## src/rtl/uart_tx_arbiter.sv

```systemverilog
// Round-robin share of one UART TX among NUM_REQ producers; grant->tx_valid/ack 1 cycle, next grant 2 cycles after tx_busy falls.
// Holds off new grants for the whole TX frame; define TXARB_TIMEOUT_EN to add the tx_busy-rise watchdog.
module uart_tx_arbiter #(
   parameter int NUM_REQ        = 4,
   parameter int DATA_WIDTH     = 8,
   parameter int TIMEOUT_CYCLES = 64
) (
   input  logic                          clk,
   input  logic                          rst,
   input  logic [NUM_REQ-1:0]            req,
   input  logic [NUM_REQ*DATA_WIDTH-1:0] req_data,
   output logic [NUM_REQ-1:0]            ack,
   output logic [DATA_WIDTH-1:0]         tx_data,
   output logic                          tx_valid,
   input  logic                          tx_busy,
   output logic [$clog2(NUM_REQ)-1:0]    grant_id,
   output logic                          arb_busy,
   output logic                          timeout_err
);

   localparam int IDW = $clog2(NUM_REQ);

   if (NUM_REQ < 2 || NUM_REQ > 8 || DATA_WIDTH < 1 || TIMEOUT_CYCLES < 2) begin : g_bad_cfg
      $error("uart_tx_arbiter: unsupported parameter set");
   end

   typedef enum logic [1:0] {IDLE, ISSUE, WAIT_BUSY, WAIT_IDLE} state_t;

   state_t                 state_q, state_d;
   logic [IDW-1:0]         last_q, last_d;
   logic [IDW-1:0]         grant_q, grant_d;
   logic [DATA_WIDTH-1:0]  tx_data_q, tx_data_d;
   logic [NUM_REQ-1:0]     ack_q, ack_d;
   logic                   tx_valid_q, tx_valid_d;
   logic                   found;
   logic [IDW-1:0]         win;
   logic [IDW-1:0]         rr_idx;
   logic [DATA_WIDTH-1:0]  req_bytes [NUM_REQ];

`ifdef TXARB_TIMEOUT_EN
   localparam int CNT_W = $clog2(TIMEOUT_CYCLES) + 1;
   logic [CNT_W-1:0]       cnt_q, cnt_d;
   logic                   timeout_q, timeout_d;
`endif

   for (genvar i = 0; i < NUM_REQ; i++) begin : g_bytes
      assign req_bytes[i] = req_data[i*DATA_WIDTH +: DATA_WIDTH];
   end

   // Search starts just after the last winner, so the previous owner ranks lowest.
   always_comb begin
      found  = 1'b0;
      win    = '0;
      rr_idx = '0;
      for (int k = 1; k <= NUM_REQ; k++) begin
         rr_idx = IDW'((int'(last_q) + k) % NUM_REQ);
         if (!found && req[rr_idx]) begin
            found = 1'b1;
            win   = rr_idx;
         end
      end
   end

   always_comb begin
      state_d    = state_q;
      last_d     = last_q;
      grant_d    = grant_q;
      tx_data_d  = tx_data_q;
      ack_d      = '0;
      tx_valid_d = 1'b0;
`ifdef TXARB_TIMEOUT_EN
      cnt_d      = cnt_q;
      timeout_d  = 1'b0;
`endif
      case (state_q)
         IDLE: begin
            if (found) begin
               state_d      = ISSUE;
               grant_d      = win;
               last_d       = win;
               tx_data_d    = req_bytes[win];
               tx_valid_d   = 1'b1;
               ack_d[win]   = 1'b1;
            end
         end
         ISSUE: begin
            state_d = WAIT_BUSY;
`ifdef TXARB_TIMEOUT_EN
            cnt_d   = '0;
`endif
         end
         WAIT_BUSY: begin
            if (tx_busy) begin
               state_d = WAIT_IDLE;
`ifdef TXARB_TIMEOUT_EN
            end else if (cnt_q == CNT_W'(TIMEOUT_CYCLES - 1)) begin
               // The byte was already acked, so it is dropped rather than retried.
               state_d   = IDLE;
               timeout_d = 1'b1;
            end else begin
               cnt_d = cnt_q + CNT_W'(1);
`endif
            end
         end
         WAIT_IDLE: begin
            if (!tx_busy) state_d = IDLE;
         end
         default: state_d = IDLE;
      endcase
   end

   always_ff @(posedge clk or negedge rst) begin
      if (!rst) begin
         state_q    <= IDLE;
         last_q     <= IDW'(NUM_REQ - 1);
         grant_q    <= '0;
         tx_data_q  <= '0;
         ack_q      <= '0;
         tx_valid_q <= 1'b0;
`ifdef TXARB_TIMEOUT_EN
         cnt_q      <= '0;
         timeout_q  <= 1'b0;
`endif
      end else begin
         state_q    <= state_d;
         last_q     <= last_d;
         grant_q    <= grant_d;
         tx_data_q  <= tx_data_d;
         ack_q      <= ack_d;
         tx_valid_q <= tx_valid_d;
`ifdef TXARB_TIMEOUT_EN
         cnt_q      <= cnt_d;
         timeout_q  <= timeout_d;
`endif
      end
   end

   assign ack      = ack_q;
   assign tx_data  = tx_data_q;
   assign tx_valid = tx_valid_q;
   assign grant_id = grant_q;
   assign arb_busy = (state_q != IDLE);
`ifdef TXARB_TIMEOUT_EN
   assign timeout_err = timeout_q;
`else
   assign timeout_err = 1'b0;
`endif

endmodule

```

## config.mk

```make
export PLATFORM = sky130hd
export DESIGN_NAME = uart_tx_arbiter
export DESIGN_NICKNAME = d
export VERILOG_FILES = /design/src/rtl/uart_tx_arbiter.sv
export SDC_FILE = /design/constraint.sdc
export NUM_CORES = 1
export LEC_CHECK = 0
export CAP_MARGIN = 30
export CORE_UTILIZATION = 35
export CTS_CLUSTER_SIZE = 10
export DETAILED_ROUTE_END_ITERATION = 8
export GPL_ROUTABILITY_DRIVEN = 0
export PLACE_DENSITY = 0.75
export SYNTH_ARGS = -nofsm -noshare
export SYNTH_HDL_FRONTEND = slang
export SYNTH_SLANG_ARGS = --single-unit
```

## constraint.sdc

```tcl
create_clock -name clk -period 1.7 [get_ports clk]
set_input_delay 0.34 -clock clk [delete_from_list [all_inputs] [get_ports clk]]
set_output_delay 0.34 -clock clk [all_outputs]
set_load 0.005 [all_outputs]
```

==> impl_metrics.json <==
{
  "layout_commonest_cell": "clkdlybuf4s50_1",
  "cts-root-buf": "clkbuf_4",
  "grt_start_max_net_pins": 22,
  "swShare": 0.359,
  "ir_drop_mv": 0.831,
  "crit_required_ns": 1.86,
  "grt_pass1_wl_mm": 4.51,
  "die_w_um": 57.5,
  "worstPathCellList": "nand2b_4 -> a21oi_2 -> o221ai_4 -> buf_12 -> mux2i_1 -> o221ai_1",
  "coreArea_mm2": 0.00283,
  "cp_max_fo": 11,
  "clock-sinks": 19,
  "fin_worst_skew_ns": 0.00862,
  "combPwrFrac": 0.621,
  "p_int_w": 0.00173,
  "layout_min_cycle_time_ns": 1.82,
  "drive_above_1_share": 0.215,
  "drt-initial-drc-count": 27,
  "hold_violations": 0,
  "h-tree-depth": 1,
  "status": "finished, violations left",
  "finalMaxSlewViolations": 0,
  "critPathMaxStageDelay_ns": 0.59,
  "endpoint_kind": "register",
  "drc_errors": 1,
  "yosys-top-cells-area": "dfrtp_1 (39%), mux2i_1 (16%), nand2_1 (5.2%), dfstp_2 (4.9%), o221ai_2 (4.2%)",
  "clockPowerShare": 0.084,
  "syn-mean-instance-area_um2": 10.8,
  "initial_utilization": 0.381,
  "period_share": 1.07,
  "place.detailed.hpwl_mm": 2.18,
  "yosysSeqAreaShare": 0.444,
  "clk_pin_slew_ns": 0.11,
  "critical_path_buf_inv_count": 1,
  "dr.pass1.iters": 6,
  "yosysTopAreaCell": "dfrtp_1",
  "die_y_um": 57.5,
  "antennaDiodeCount": 0,
  "hp-class": "in2async",
  "num_rows": 19,
  "routed_wl_mm": 3.00,
  "nets": 215,
  "netlist_area_mm2": 0.00108,
  "cp_top_family": "flip-flops",
  "finalHoldWorstSlack_ns": 0.358,
  "antenna_found_initial": 0,
  "p_leak_nw": 0.851,
  "final_cell_mix": "clkdlybuf4s50_1 (51), dfrtp_1 (17), nand2_1 (15), buf_4 (15), mux2i_1 (13)",
  "critPathLaunchType": "register",
  "num_vias": 1072,
  "violations": "design-rule violations, negative setup slack",
  "rsz0062_at_grt": "yes",
  "max_freq_mhz": 548,
  "cts-buffers-inserted": 3,
  "layout.cells.non_filler": 203,
  "p_switching_w": 0.000968,
  "cp.arrival_ns": 1.98,
  "setup_viol": 3,
  "synth_nets": 142,
  "via_per_inst": 5.28,
  "critPathKind": "reg2reg",
  "grt_usage": 0.177,
  "hold_buffers": 0,
  "dp_cells": 192,
  "fin_ws_ns": -0.124,
  "clock_path_buffers": 2,
  "ys_seq_elements": 19,
  "fin_total_pwr_w": 0.00270,
  "first_global_vias": 1087,
  "slowest_stage": "dfstp_2",
  "cellPowerDensity_mw_per_mm2": 1460,
  "seq_power_share": 0.295,
  "wl_per_cell_um": 14.8,
  "clk_latency_ns": 0.30,
  "fin_tns_setup_ns": -0.170,
  "cts_tree": "done",
  "ios": 56,
  "worst-r2r-setup-slack_ns": -0.12,
  "yosys_warnings": 0,
  "portBuffers": 54,
  "drv_cap": 0,
  "die_area_mm2": 0.00330,
  "final_antenna_net_count": 0,
  "grt_remaining_overflow": 0,
  "dpl_cell_area_mm2": 0.00172,
  "area_growth_pct": 71.5,
  "syn_inst": 100,
  "fin_area_mm2": 0.00185,
  "synth_cell_types": 29,
  "synth_top_area_frac": 0.395
}
-- final cells by class --
type / instances / area [um2]
Clock buffer: 4 / 26.3
Fill cell: 221 / 981
Inverter: 5 / 18.8
Multi-Input combinational cell: 71 / 557
Sequential cell: 19 / 478
Tap cell: 31 / 38.8
Timing Repair Buffer: 73 / 729
-- power by group through the flow --
stage          clock network [W]  registers (W)  logic (W)
2_1_floorplan                  0       0.000806   0.000783
3_3_place_gp                   0       0.000808    0.00140
3_5_place_dp                   0       0.000809    0.00147
4_1_cts                 0.000228       0.000801    0.00153
5_1_grt                 0.000250       0.000821    0.00181
6_report                0.000227       0.000796    0.00167
-- Yosys cell counts --
cell type,number
a211oi_1,1
a21o_1,1
a21oi_1,3
a21oi_2,1
a221oi_1,1
a31oi_1,1
and2b_1,1
and3_1,2
buf_12,1
buf_2,2
buf_4,1
buf_6,1
conb_1,1
dfrtp_1,17
dfstp_2,2
ha_1,3
inv_1,4
inv_2,1
mux2i_1,17
nand2_1,15
nand2b_1,3
nand2b_2,1
nor2_1,8
nor2b_1,1
nor4_1,1
o21ai_0,1
o221ai_1,5
o221ai_2,3
o221ai_4,1
-- cell families (layout without fill, tap and decap cells) --
group,Yosys count,in the layout,synth area share
AOI/OAI and AO/OA,18,18,0.161
adders and majority gates,3,3,0.0348
other,1,1,0.00348
buffers and inverters,10,82,0.0627
DFF,19,19,0.444
muxes,17,17,0.158
and+or+nand+nor,32,32,0.136
-- metrics by stage --
step / util / setup WS, ns
3_5_place_dp: 0.609 / -0.352
6_report: 0.653 / -0.124
3_3_place_gp: 0.609 / -0.250
2_1_floorplan: - / 0.0981
4_1_cts: 0.629 / -0.0492
5_1_grt: 0.653 / -0.220
-- state kept, by name, indices dropped and copies added, names as in the netlist --
signal and count:
ack 4, last_q 2, state_q 2, tx_data 8, grant_id 2, tx_valid 1
-- routing by layer --
| metal | vias up | GRT usage | part of all wire |
|---|---|---|---|
| met5 | - | 0 | 0 |
| met4 | 0 | 0.0592 | 0.032 |
| met3 | 10 | 0.0363 | 0.059 |
| met2 | 51 | 0.346 | 0.52 |
| met1 | 514 | 0.185 | 0.39 |
| li1 | 497 | - | - |
-- final timing paths --
check,from,to,cells after the start
worst min-delay path,rst,ack[2],2
worst min register to register,grant_id[1],grant_id[1],2
worst max register to register,last_q[1],tx_data[3],6
min in group clk,grant_id[1],grant_id[1],2
max in group asynchronous,rst,last_q[1],2
worst max-delay path,last_q[1],tx_data[3],6
-- what timing repair did --
action / in CTS / in global routing
cloned: 0 / 2
hold endpoints to repair: 0 / 0
setup endpoints to repair: 6 / 8
pin swaps: 1 / 0
resized for setup: 5 / 4
setup buffers: 3 / 2
No activity file was read; power rests on OpenSTA's default activity.
==> RTL change 1 (config.mk and constraints unchanged) <==
Make the reset (`rst`) synchronous in one clocked block.
--- a/src/rtl/uart_tx_arbiter.sv
+++ b/src/rtl/uart_tx_arbiter.sv
@@ -109,7 +109,7 @@
       endcase
    end
 
-   always_ff @(posedge clk or negedge rst) begin
+   always_ff @(posedge clk) begin
       if (!rst) begin
          state_q    <= IDLE;
          last_q     <= IDW'(NUM_REQ - 1);
Behaviour: differs if rst is asserted again (counterexample within 4 cycles, from zero or initial values and one cycle with rst low); with rst held inactive, the same outputs for 4 cycles.
==> RTL change 1 against the unedited design <==
Clock power is 5% higher. Sequential cell count stayed put. Power is 9.6% lower. Wire length is 16% higher. The run ends with DRC left. Synthesized area is 1.0% lower. Cell area is 1.4% lower. Worst setup slack better by 0.16 ns. Die area is 1.0% lower.
==> RTL change 1: results (changes against the unedited design) <==
Logic synthesis
  • Fraction of registers with async set or reset after synthesis: 0 (-1.00)
  • Synth Area in Compound Gates: 0.310 (+0.148)
  • Adder-Cell Fraction of Synth Area: 0.0469 (+0.0121)
  • Mux contribution to synthesized area: 0.0892 (-0.0688)
  • Post-synthesis sequential area ratio: 0.357 (-0.0869)
  • Syn_area_per_cell: 9.03 sq um (-16%)

Global routing
  • Global-route wire length before repair: 5.24 mm (+16%)
  • Met3 usage: 0.0340 (-0.00227)
  • GRT met1 Usage: 0.255 (+0.0695)
  • All-layer global routing usage: 0.209 (+0.0323)
  • Vias in the first global route: 1125 (+3.5%)

Finish
  • Filler Cell Count: 229 (+3.6%)
  • Share of layout cells above drive strength 1: 0.209 (-0.00656)
  • Non-clk bufs: 70 (-4.1%)
  • FF/Latch Area: 387 sq um (-19%)
  • ClkCell Share: 0.0144 (+0.000205)
  • Inverters: 7 (+2)

Route
  • Detail Route met3 WL: 239 microns (+35%)
  • Avg WL per Cell: 15.9 microns (+7.6%)
  • First DRT Iteration DRCs: 47 (+74%)
  • Vias: 1202 (+12%)
  • WL met1: 1.45 mm (+24%)
  • DRC: 5 (+4)

Clock network
  • Total setup buffers inserted after CTS: 4 (+1)

Critical path
  • Critical path startpoint: last_q[1]
  • Worst reg2reg setup slack: 0.04 ns (+0.16 ns)
  • Largest stage delay on the critical path: 0.54 ns (-0.05 ns)
  • Largest delay share family, worst path: compound AO/OA/AOI/OAI gates
  • Slowest stage cell, crit path: a2111o_1
  • CP Max Fanout: 6 (-5)

Outcome
  • Outcome: complete, but fails checks
  • Failing checks: DRC

STA
  • Min setup slack post-route: 0.0377 ns (+0.161 ns)

Place
  • Inst Count DP: 208 (+8.3%)
  • Pre-CTS WS: -0.540 ns (-0.188 ns)
-- RTL change 1: worst register-to-register path, stage by stage (launching register included) --
cell,delay [ns]
dfxtp_4,0.40
nand2_1,0.06
and3_1,0.23
a2111o_1,0.54
a211oi_2,0.22
a211oi_1,0.08
-- RTL change 1: how the worst min path moves through the flow --
| stage | startpoint | to | slack, ns |
|---|---|---|---|
| detailed placement | grant_id[1] | grant_id[1] | 0.46 |
| finish | grant_id[1] | grant_id[1] | 0.47 |
| floorplan | grant_id[1] | grant_id[1] | 0.45 |
| CTS | grant_id[1] | grant_id[1] | 0.47 |
| global placement | grant_id[1] | grant_id[1] | 0.45 |
| global route | grant_id[1] | grant_id[1] | 0.49 |
-- RTL change 1: stage by stage --
step                      hold slack [ns]  TNS (ns)  cell area (sq um)
after global placement              0.454     -6.22               1670
final                               0.473         0               1820
after floorplan                     0.452         0               1070
after detailed placement            0.458     -7.20               1670
after global routing                0.490   -0.0291               1820
after CTS                           0.474         0               1800
==> RTL change 2 (same settings) <==
Made on the original files. Build with the macro `TXARB_TIMEOUT_EN` defined.
--- a/src/rtl/uart_tx_arbiter.sv
+++ b/src/rtl/uart_tx_arbiter.sv
@@ -1,5 +1,7 @@
 // Round-robin share of one UART TX among NUM_REQ producers; grant->tx_valid/ack 1 cycle, next grant 2 cycles after tx_busy falls.
 // Holds off new grants for the whole TX frame; define TXARB_TIMEOUT_EN to add the tx_busy-rise watchdog.
+`define TXARB_TIMEOUT_EN
+
 module uart_tx_arbiter #(
    parameter int NUM_REQ        = 4,
    parameter int DATA_WIDTH     = 8,
Function: same outputs for any inputs over 4 cycles, from zero or initial values and one cycle with rst low; that may be too few to reach the edited logic, so the function may still have changed.
==> RTL change 2 against the unedited design <==
The flow finishes with violations (setup timing). Clock power increased by 61%. Count of clock-buffer cells in the layout unchanged. Worst setup slack improved by 0.023 ns. Sequential share of layout area increased by 1.8 points. Synthesized cell count increased by 53%. Non-clock buffer count increased by 9. Power increased by 26%. Maximum frequency increased by 1.3%. Die area increased by 40%. Synthesized area increased by 41%. Combinational power increased by 17%. Cell area increased by 33%. Wire length increased by 29%. Sequential cell count increased by 8. Critical path type unchanged.
==> RTL change 2: results (changes against the unedited design) <==
STA
  • Final setup viols: 8 (+5)
  • Skew final: 0.00201 ns (-0.00662 ns)
  • Final TNS setup: -0.556 ns (-0.387 ns)
  • Min setup slack post-route: -0.101 ns (+0.0228 ns)

Global routing
  • Largest net degree at the start of global routing: 28 (+27%)
  • Global-route wire length before repair: 6.42 mm (+43%)
  • All-layer global routing usage: 0.187 (+0.00948)

Critical path
  • CP Max Fanout: 6 (-5)
  • Register-to-Register Path Depth: 7 (+1)
  • Crit path arrival time: 1.96 ns (-0.02 ns)

Logic synthesis
  • Yosys warnings: 0 (unchanged)
  • Post-synth top cells: 25 x dfrtp_1, 23 x nand2_1, 12 x nand3_1
  • Post-synthesis sequential area ratio: 0.446 (+0.00205)
  • Cell variety after synth: 38 (+31%)
  • Post-synth top flop: dfrtp_1
  • Largest cells by area after synthesis: dfrtp_1 41%, mux2i_1 6.6%, nand2_1 5.7%
  • Syn nets: 193 (+36%)
  • Syn_area_per_cell: 9.94 sq um (-7.7%)

Finish
  • Share of layout cells above drive strength 1: 0.268 (+0.0533)
  • # nets final: 272 (+27%)
  • Number of flip-flops in the largest register: 8 (unchanged)
  • Area growth, synth to finish: 61.7%
  • Filler Cell Count: 361 (+63%)
  • Diode count: 0 (unchanged)

Clock network
  • Maximum root-to-sink buffer count: 2 (unchanged)
  • Htree depth: 1 (unchanged)
  • Cell at the root of the clock tree: clkbuf_8
  • Clk_lat worst skew: 0.27 ns (-0.03 ns)
  • Clock transition at path regs: 0.09 ns (-0.02 ns)
  • Total CTS buffers: 3 (unchanged)

Place
  • Post-DP HPWL: 2.83 mm (+29%)
  • Pre-CTS WS: -0.552 ns (-0.199 ns)
  • Placed cell area: 0.00224 sq mm (+30%)
  • Port bufs: 55 (+1.9%)

Route
  • First DRT Iteration DRCs: 55 (+100%)
  • Avg WL per Cell: 13.8 microns (-6.5%)
  • Vias: 1443 (+35%)
  • Vias per inst: 5.14 (-2.8%)
  • Pre-antenna DRT Iters: 4 (-2)

Power and ir drop
  • VDD IR max: 0.000619 V (-26%)
  • Leakage: 1.07 nW (+26%)

Job
  • Maxcap violations: 0 (unchanged)

Outcome
  • Failing checks: setup timing
  • Outcome: complete, but fails checks

Min path
  • HP Class: primary input to async pin
## RTL change 2: cell count changes in the layout (fill, tap and decap cells not counted), sizes merged, moves of 4 or more
| cell | delta |
|---|---|
| nand3 | +12 |
| buf | +9 |
| mux2 | +9 |
| o221ai | -9 |
| dfrtp | +8 |
| nand2 | +8 |
| mux2i | -7 |
| o211ai | +7 |
| nand3b | +5 |
| o21ai | +4 |
## RTL change 2: logic make-up (layout without fill, tap and decap cells)
family | Yosys count | after routing | synth area share
DFF | 27 | 27 | 0.446
buffers and inverters | 12 | 90 | 0.0518
and+or+nand+nor | 63 | 63 | 0.204
AOI/OAI and AO/OA | 31 | 31 | 0.153
adders and majority gates | 1 | 1 | 0.00822
muxes | 19 | 19 | 0.137
## RTL change 2: path summary, 6_finish.rpt
check                          start     endpoint  slack [ns]
min in group clk             tx_busy   state_q[0]        0.44
hold reg to reg             cnt_q[6]  timeout_err        0.47
max in group asynchronous        rst    last_q[0]        0.96
setup reg to reg           last_q[1]   tx_data[2]       -0.10
setup / recovery           last_q[1]   tx_data[2]       -0.10
hold / removal                   rst  timeout_err        0.44
## RTL change 2: per-layer routing
layer	GRT usage	share of wire	vias up
li1	-	-	709
met1	0.234	0.43	683
met2	0.314	0.50	49
met3	0.0483	0.064	2
met4	0.0521	0.0049	0
met5	0	0	-
## RTL change 2: stage by stage
step | hold slack [ns] | power [mW]
final | 0.438 | 3.41
after global placement | 0.445 | 2.69
after detailed placement | 0.460 | 2.73
after CTS | 0.449 | 3.39
after floorplan | 0.0444 | 2.02
after global routing | 0.491 | 3.65
## RTL change 2: timing repair
action / in CTS / in global routing
endpoints found under the hold margin: 0 / 0
gates resized for setup: 35 / 7
setup buffers: 3 / 1
endpoints found under the setup margin: 19 / 17
cloned: 2 / 0
pin swaps: 15 / 4
hold buffers: 0 / 0
## RTL change 2: power breakdown
part	switching [mW]	internal [mW]
sequential	0.186	0.904
clock	0.198	0.168
combinational	0.831	1.12
## RTL change 2: critical path: cells and delay by family (launching register included)
kind | cells | cell delay (ns)
DFF | 1 | 0.58
AOI/OAI and AO/OA | 2 | 0.52
buffers and inverters | 2 | 0.28
and+or+nand+nor | 2 | 0.23
muxes | 1 | 0.07
## RTL change 2: cell type report
type	instances	area share
clock buffers	4	0.0183
inverters	4	0.00712
multi-input cells	114	0.352
flip-flops and latches	27	0.276
well taps	50	0.0254
repair buffers	82	0.321
